--- src/rtl/rc4_pkg.sv ---
// Shared RC4 definitions: memory geometry and the PRGA state encoding.
package rc4_pkg;

    localparam int unsigned RC4_DW  = 8;
    localparam int unsigned RC4_AW  = 8;
    localparam logic [7:0]  LEN_IDX = 8'd0;

    typedef enum logic [3:0] {
        S_IDLE,
        S_RDLEN,
        S_CAPLEN,
        S_WRLEN,
        S_RDSI,
        S_CAPSI,
        S_RDSJ,
        S_CAPSJ,
        S_WRSI,
        S_WRSJ,
        S_RDPAD,
        S_CAPPAD,
        S_WRPT
    } prga_state_t;

endpackage

--- src/rtl/prga.sv ---
// RC4 pseudo-random generation and decrypt stage. Walks the permuted S memory,
// XORs each ciphertext byte with the keystream and writes length-prefixed plaintext.
// Outputs are registered from the next state so the Moore decode appears on the
// same cycle the state is entered, and reset clears them asynchronously.
module prga
    import rc4_pkg::*;
#(
    parameter int unsigned DATA_W = RC4_DW,
    parameter int unsigned ADDR_W = RC4_AW
) (
    input  logic              clk,
    input  logic              rst_n,
    input  logic              en,
    output logic              rdy,
    output logic [ADDR_W-1:0] s_addr,
    input  logic [DATA_W-1:0] s_rddata,
    output logic [DATA_W-1:0] s_wrdata,
    output logic              s_wren,
    output logic [ADDR_W-1:0] ct_addr,
    input  logic [DATA_W-1:0] ct_rddata,
    output logic [ADDR_W-1:0] pt_addr,
    output logic [DATA_W-1:0] pt_wrdata,
    output logic              pt_wren
);

    prga_state_t state, state_d;

    logic [ADDR_W-1:0] i, i_d;
    logic [ADDR_W-1:0] j, j_d;
    logic [ADDR_W-1:0] k, k_d;
    logic [DATA_W-1:0] len, len_d;
    logic [DATA_W-1:0] si, si_d;
    logic [DATA_W-1:0] sj, sj_d;
    logic [DATA_W-1:0] pt_byte, pt_byte_d;

    logic              rdy_d;
    logic [ADDR_W-1:0] s_addr_d;
    logic [DATA_W-1:0] s_wrdata_d;
    logic              s_wren_d;
    logic [ADDR_W-1:0] ct_addr_d;
    logic [ADDR_W-1:0] pt_addr_d;
    logic [DATA_W-1:0] pt_wrdata_d;
    logic              pt_wren_d;

    // State register
    always_ff @(posedge clk or negedge rst_n) begin
        if (!rst_n) begin
            state <= S_IDLE;
        end else begin
            state <= state_d;
        end
    end

    // Datapath registers and registered outputs
    always_ff @(posedge clk or negedge rst_n) begin
        if (!rst_n) begin
            i         <= '0;
            j         <= '0;
            k         <= '0;
            len       <= '0;
            si        <= '0;
            sj        <= '0;
            pt_byte   <= '0;
            rdy       <= 1'b1;
            s_addr    <= '0;
            s_wrdata  <= '0;
            s_wren    <= 1'b0;
            ct_addr   <= '0;
            pt_addr   <= '0;
            pt_wrdata <= '0;
            pt_wren   <= 1'b0;
        end else begin
            i         <= i_d;
            j         <= j_d;
            k         <= k_d;
            len       <= len_d;
            si        <= si_d;
            sj        <= sj_d;
            pt_byte   <= pt_byte_d;
            rdy       <= rdy_d;
            s_addr    <= s_addr_d;
            s_wrdata  <= s_wrdata_d;
            s_wren    <= s_wren_d;
            ct_addr   <= ct_addr_d;
            pt_addr   <= pt_addr_d;
            pt_wrdata <= pt_wrdata_d;
            pt_wren   <= pt_wren_d;
        end
    end

    // Next-state, datapath update, and output decode of the next state
    always_comb begin
        state_d     = state;
        i_d         = i;
        j_d         = j;
        k_d         = k;
        len_d       = len;
        si_d        = si;
        sj_d        = sj;
        pt_byte_d   = pt_byte;
        rdy_d       = 1'b0;
        s_addr_d    = '0;
        s_wrdata_d  = '0;
        s_wren_d    = 1'b0;
        ct_addr_d   = '0;
        pt_addr_d   = '0;
        pt_wrdata_d = '0;
        pt_wren_d   = 1'b0;

        case (state)
            S_IDLE: begin
                i_d = '0;
                j_d = '0;
                k_d = ADDR_W'(1);
                if (en) begin
                    state_d = S_RDLEN;
                end
            end
            S_RDLEN: begin
                state_d = S_CAPLEN;
            end
            S_CAPLEN: begin
                len_d   = ct_rddata;
                state_d = S_WRLEN;
            end
            S_WRLEN: begin
                i_d     = i + ADDR_W'(1);
                state_d = (len == '0) ? S_IDLE : S_RDSI;
            end
            S_RDSI: begin
                state_d = S_CAPSI;
            end
            S_CAPSI: begin
                si_d    = s_rddata;
                j_d     = j + ADDR_W'(s_rddata);
                state_d = S_RDSJ;
            end
            S_RDSJ: begin
                state_d = S_CAPSJ;
            end
            S_CAPSJ: begin
                sj_d    = s_rddata;
                state_d = S_WRSI;
            end
            S_WRSI: begin
                state_d = S_WRSJ;
            end
            S_WRSJ: begin
                state_d = S_RDPAD;
            end
            S_RDPAD: begin
                state_d = S_CAPPAD;
            end
            S_CAPPAD: begin
                pt_byte_d = s_rddata ^ ct_rddata;
                state_d   = S_WRPT;
            end
            S_WRPT: begin
                if (k == ADDR_W'(len)) begin
                    state_d = S_IDLE;
                end else begin
                    k_d     = k + ADDR_W'(1);
                    i_d     = i + ADDR_W'(1);
                    state_d = S_RDSI;
                end
            end
            default: begin
                state_d = S_IDLE;
            end
        endcase

        case (state_d)
            S_IDLE: begin
                rdy_d = 1'b1;
            end
            S_RDLEN, S_CAPLEN: begin
                ct_addr_d = ADDR_W'(LEN_IDX);
            end
            S_WRLEN: begin
                pt_addr_d   = ADDR_W'(LEN_IDX);
                pt_wrdata_d = len_d;
                pt_wren_d   = 1'b1;
            end
            S_RDSI, S_CAPSI: begin
                s_addr_d = i_d;
            end
            S_RDSJ, S_CAPSJ: begin
                s_addr_d = j_d;
            end
            S_WRSI: begin
                s_addr_d   = i_d;
                s_wrdata_d = sj_d;
                s_wren_d   = 1'b1;
            end
            S_WRSJ: begin
                s_addr_d   = j_d;
                s_wrdata_d = si_d;
                s_wren_d   = 1'b1;
            end
            S_RDPAD, S_CAPPAD: begin
                s_addr_d  = ADDR_W'(si_d + sj_d);
                ct_addr_d = k_d;
            end
            S_WRPT: begin
                pt_addr_d   = k_d;
                pt_wrdata_d = pt_byte_d;
                pt_wren_d   = 1'b1;
            end
            default: begin
                rdy_d = 1'b0;
            end
        endcase
    end

endmodule

--- config.mk ---
export PLATFORM = sky130hd
export DESIGN_NAME = prga
export DESIGN_NICKNAME = d
export VERILOG_FILES = /design/src/rtl/rc4_pkg.sv /design/src/rtl/prga.sv
export SDC_FILE = /design/constraint.sdc
export NUM_CORES = 1
export LEC_CHECK = 0
export BUFFER_PORTS_ARGS = -buffer_cell sky130_fd_sc_hd__buf_2
export CAP_MARGIN = 10
export CORE_UTILIZATION = 45
export DETAILED_ROUTE_END_ITERATION = 7
export PLACE_DENSITY = 0.74
export SKIP_LAST_GASP = 1
export SLEW_MARGIN = 20
export SYNTH_ARGS = -nofsm -noshare
export SYNTH_HDL_FRONTEND = slang
export SYNTH_SLANG_ARGS = --single-unit
export TNS_END_PERCENT = 1
--- constraint.sdc ---
create_clock -name clk -period 4.51 [get_ports clk]
set_clock_uncertainty 0.1 [all_clocks]
set_input_delay 0.2255 -clock clk [delete_from_list [all_inputs] [get_ports clk]]
set_output_delay 0.2255 -clock clk [all_outputs]
set_load 0.02 [all_outputs]
Yosys cells after proc, flatten, opt, wreduce, memory -nomap -nowiden
Index checks and enable logic that the tools add are counted.
{ "classes": {"div_mod_pow": 0, "mul": 0, "n_lt_le_gt_ge": 0, "shift": 0, "bitwise_logic": 1, "mux": 21, "reduce_logical": 8, "addsub": 4, "n_eq_ne": 23} }
{ "op_table": {"columns": ["op", "n"], "rows": [
  ["$mux W8", 8],
  ["$pmux W8 S2", 4],
  ["$pmux W4 S13", 1],
  ["$pmux W8 S3", 2],
  ["$eq A4 B4 Y1 const B", 10],
  ["$eq A4 B3 Y1 const B", 8],
  ["$add A8 B1 Y8 const B", 2],
  ["$add A8 B8 Y8", 2],
  ["$eq A4 B2 Y1 const B", 3],
  ["$eq A8 B8 Y1", 1],
  ["$logic_not A4 Y1", 2],
  ["$logic_not A8 Y1", 1],
  ["$xor A8 B8 Y8", 1],
  ["$mux W3", 2],
  ["$reduce_or A2 Y1", 3],
  ["$reduce_or A3 Y1", 2],
  ["$eq A4 B1 Y1 const B", 1],
  ["$mux W4", 1],
  ["$mux W1", 3]
]} }
{ "totals": {"register_bits": 103, "mem_count": 0, "mem_bits_ro": 0, "inputBits": 19, "ramBits": 0, "output_inout_bits": 43, "latch_bits": 0, "word_cells": 73} }

Depth between registers and ports, before layout
{ "logic_depth": {"depth_word": 6, "mapped_depth": 16} }

Worst setup path before layout
No wires, ideal clock.
{ "synth_path": {"kind": "register -> register", "start": "reg state[1]", "end": "reg s_addr[7]", "required_ps": 4284, "path_stages_with_launch": 14, "path_buffers": 2, "t_arrival_ps": 3292, "period_less_slack_ps": 3518, "path_slack_ps": 992, "path_cell_list": "dfrtp_1 > buf_2 > nand2_1 > nor2_1 > buf_2 > mux2i_1 > inv_1 > ha_1 > a21o_1 > a21oi_1 > o21ai_0 > o41ai_1 > mux2_2 > a221o_1"} }
{ "synth_between": {"elab_cells_between_ends": 32} }
{ "synth_rtl": {"columns": ["element", "line", "text"], "rows": [
  ["start, declared", "prga.sv:26", "prga_state_t state, state_d;"],
  ["start signal, assigned", "prga.sv:50", "state <= state_d;"],
  ["$eq A4 B3 Y1", "prga.sv:110", "case (state)"],
  ["$mux W8", "prga.sv:110", null],
  ["via sj_d[1]", "prga.sv:33", "logic [DATA_W-1:0] sj, sj_d;"],
  ["$add A8 B8 Y8", "prga.sv:201", "s_addr_d = ADDR_W'(si_d + sj_d);"],
  ["$pmux W8 S3", "prga.sv:172", "case (state_d)"],
  ["via s_addr_d[7]", "prga.sv:37", "logic [ADDR_W-1:0] s_addr_d;"],
  ["end signal, assigned", "prga.sv:81", "s_addr <= s_addr_d;"],
  ["end, declared", "prga.sv:15", "output logic [ADDR_W-1:0] s_addr,"]
]} }
The timed path passes the listed nets, and every way through them passes these cells.

Worst setup path in the final report
{ "layout_path": {"start": "reg state[0]", "end": "reg s_addr[7]"} }
Same word-level chain as after synthesis.

==> implementation parameters <==
Parameter                              Value

Run status
  Run status ... finished clean

Synthesis
  Synthesis Warnings ... 0
  Dominant cells by area after synthesis ... dfrtp_1 49%, mux2_2 4.7%, ha_1 4.2%
  Part of the Yosys area used for sequential elements ... 0.497
  Yosys top cell area share ... 0.492
  Post-synthesis sequential element count ... 95
  Number of flops mapped to enable cells by yosys ... 0
  Synth Instances ... 447
  Mean post-synth cell area ... 10.7 µm²
  Predominant post-synthesis flop cell ... dfrtp_1
  FFs w/ async S/R, synth ... 1.00
  Total standard cell area after synthesis ... 4780 µm²
  Count of distinct cell types in the synthesized netlist ... 72
  Dominant cell type by area after synthesis ... dfrtp_1
  Number of nets in the synthesized netlist ... 484

Run
  Max-cap violation count ... 0

Clock tree
  CTS tree ... done
  Setup repair bufs after CTS ... 0
  Total of cells resized after clock tree synthesis ... 0
  Clock latency on the worst-skew pair ... 0.37 ns
  Longest Clk Path Bufs ... 2
  CTS clk-pin slew, worst paths ... 0.09 ns
  Clock sinks ... 95
  Clock root buffer ... clkbuf_8
  Number of hold buffers added after CTS ... 9
  Number of buffers added by the clock tree synthesis step ... 9
  # H-tree levels ... 3

Die
  Count of pins on the block boundary ... 62
  Die Ht ... 105 µm
  Die W ... 105 µm
  Number of placement rows ... 37
  Total core area ... 10300 µm²
  Die ar. ... 11000 µm²
  Initial core utilization ... 0.463

Global route
  Maximum number of pins on one net before global-route repair ... 59
  Number of antenna violations at the first check in global routing ... 0
  Overall routing resource usage ... 0.220
  Global route overflow ... 0
  Global-route wire length before repair ... 18600 µm
  Via count of the first global-routing pass ... 3714

Timing
  Final setup violation count ... 0
  Worst slew slack as a fraction of its limit ... 0.327
  Worst slew pin tran ... 1.00 ns
  Final hold violations ... 0
  Max Transition Viols Final ... 0
  Worst Hold Margin ... 0.0689 ns
  Setup repair after global routing missed its margin ... no
  Total Neg Setup Slack ... 0 ns
  Timing-limited maximum frequency ... 0.255 GHz
  Final Critical Period ... 3.92 ns
  Share of the cycle needed by the critical path after routing ... 0.868

Worst setup path
  Type of the worst setup path ... register to register
  Beginning of the critical path ... state[0]
  Kind of launch point of the worst setup path ... register
  Number of buffers and inverters on the critical path ... 1
  Count of cells along the worst register-to-register path ... 11
  Kind of cell adding the most delay to the critical path ... compound AO/OA/AOI/OAI gates
  Arrival time at the worst endpoint ... 4.07 ns
  Critical path's largest stage delay ... 0.63 ns
  Worst r2r dst ... s_addr[7]
  Ordered list of cells on the worst path ... nand2_1 -> nor2_1 -> mux2i_1 -> inv_1 -> ha_1 -> a21o_1 -> a21oi_1 -> o21ai_0 -> o41ai_1 -> mux2_2 -> a221o_1
  Worst-path fanout max ... 12
  Req. time, crit path ... 4.67 ns
  Kind of capture point of the worst setup path ... register
  Max stage delay cell, worst path ... dfrtp_1
  Reg2reg start ... state[0]
  Worst R2R Setup Slack ... 0.59 ns

Power and ir drop
  Worst vdd rail ir drop ... 0.000289 V
  PD cells ... 662 nW/µm²
  Combinational fraction of design power ... 0.493
  Fraction of power consumed by the clock network ... 0.159
  Sw frac ... 0.424
  Share of power burned in registers ... 0.349
  Cell Int Power ... 2.10 mW
  Pleak ... 2.64 nW
  Psw ... 1.55 mW

Cells and area
  Proportion of layout cells with a drive suffix above 1 ... 0.236
  Multi-input gate area in the final layout ... 2270 µm²
  Sequential standard cell area ... 2380 µm²
  Number of filler instances in the final layout ... 928
  ANT cells ... 0
  # nets final ... 554
  Area added between synthesis and finish ... 15.1%
  Fin cells ... 657

Detailed routing
  DRC violation count after routing ... 0
  Vias after detailed routing ... 3687
  Pre-antenna DRT Iters ... 6
  Vias per std cell ... 5.61
  Per-cell routed wire length ... 17.2 µm
  First-iteration detailed-routing DRC count ... 257
  Total wire length after detailed routing ... 11300 µm
  Number of antenna-violating nets in the routed design ... 0

Place
  Total instance count after detailed placement ... 633
  Final HPWL from detailed placement ... 8380 µm
  Total of buffers placed on input and output ports ... 61
  GPL Wtd Cong ... 0.857

Worst hold path
  Type of the worst min-delay path ... input pin to register
  End point of the worst hold path ... si[7]
  Launch point of the worst hold path ... s_rddata[7]
  Cell depth of the worst min-delay path ... 3
per-layer routing:
metal | global-route usage | part of all wire | up-vias | wire, µm
met5 | 0 | 0 | - | 0
met4 | 0.0795 | 0.017 | 0 | 192
met3 | 0.0574 | 0.046 | 14 | 519
met2 | 0.354 | 0.48 | 104 | 5390
met1 | 0.286 | 0.46 | 1829 | 5210
li1 | - | - | 1740 | -
state kept, by name, summed over array words and instances, names as in the netlist:
signal	count
sj	8
i	8
pt_wren	1
j	8
si	8
k	8
state	4
pt_wrdata	8
pt_addr	8
rdy	1
s_wrdata	8
s_addr	8
len	8
s_wren	1
ct_addr	8
final cells by class:
class	instances	area share
Inverter	12	0.00818
Clock buffer	11	0.0275
Sequential cell	95	0.432
Tap cell	136	0.0309
Multi-Input combinational cell	324	0.413
Clock inverter	4	0.00954
Timing Repair Buffer	75	0.0791
worst reg2reg max path: stages, from the launching register on:
cell and delay (ns):
dfrtp_1 0.63, nand2_1 0.26, nor2_1 0.56, mux2i_1 0.36, inv_1 0.10, ha_1 0.30
a21o_1 0.16, a21oi_1 0.21, o21ai_0 0.16, o41ai_1 0.34, mux2_2 0.38, a221o_1 0.27
cell families (layout without fill, tap and decap cells):
logic type	count (synthesis)	count (layout)	synth area share
AND/OR/NAND/NOR	159	159	0.174
XOR/XNOR	18	18	0.0330
adder cells (fa/ha/maj)	18	18	0.0502
multiplexers	26	26	0.0596
flip-flops	95	95	0.497
buffers and inverters	28	102	0.0277
AO/OA/AOI/OAI	103	103	0.158
how the worst max path moves through the flow:
stage	to	slack (ns)	cells past startpoint
after CTS	s_addr[7]	0.66	11
after detailed placement	s_addr[7]	0.64	11
final	s_addr[7]	0.59	11
after global routing	s_addr[7]	0.38	11
after global placement	s_addr[7]	0.82	11
after floorplan	s_addr[7]	0.99	13
layout by cell type, fill, tap and decap left out, types with 5 or more instances in the layout:
cell and instances:
clkbuf_8 11, buf_4 6, nor3_1 6, mux2_2 20, mux2i_1 6, a22o_1 15, a21oi_1 10, inv_1 12
buf_2 60, nor2_1 39, dlygate4sd3_1 9, o21ai_1 5, dfrtp_1 94, nand4_1 6, nand2_1 53, and2_1 6
xnor2_1 15, ha_1 16, o21ai_0 29, nand3_1 7, a221o_1 7, a21o_1 5
per-stage QoR:
step	utilization	worst slack, ns	total power, mW	area [µm²]
floorplan	-	0.992	2.59	4780
global placement	0.505	0.820	2.99	5210
detailed placement	0.505	0.641	3.06	5210
CTS	0.533	0.661	3.65	5510
global route	0.533	0.378	3.89	5510
finish	0.533	0.595	3.64	5510
Yosys cell counts (5+ instances only):
master / number
a21o_1: 5
a21oi_1: 10
a221o_1: 7
a22o_1: 15
and2_1: 6
buf_2: 7
dfrtp_1: 94
ha_1: 16
inv_1: 12
mux2_2: 20
mux2i_1: 6
nand2_1: 53
nand3_1: 7
nand4_1: 6
nor2_1: 39
nor3_1: 6
o21ai_0: 29
o21ai_1: 5
xnor2_1: 15
power groups by stage:
stage	logic [mW]	registers (mW)	clock network, mW
floorplan	1.27	1.32	0
global placement	1.72	1.27	0
detailed placement	1.77	1.29	0
CTS	1.78	1.27	0.597
global route	1.97	1.30	0.627
finish	1.80	1.27	0.578
Note: power is estimated with default switching activity, not from simulation.
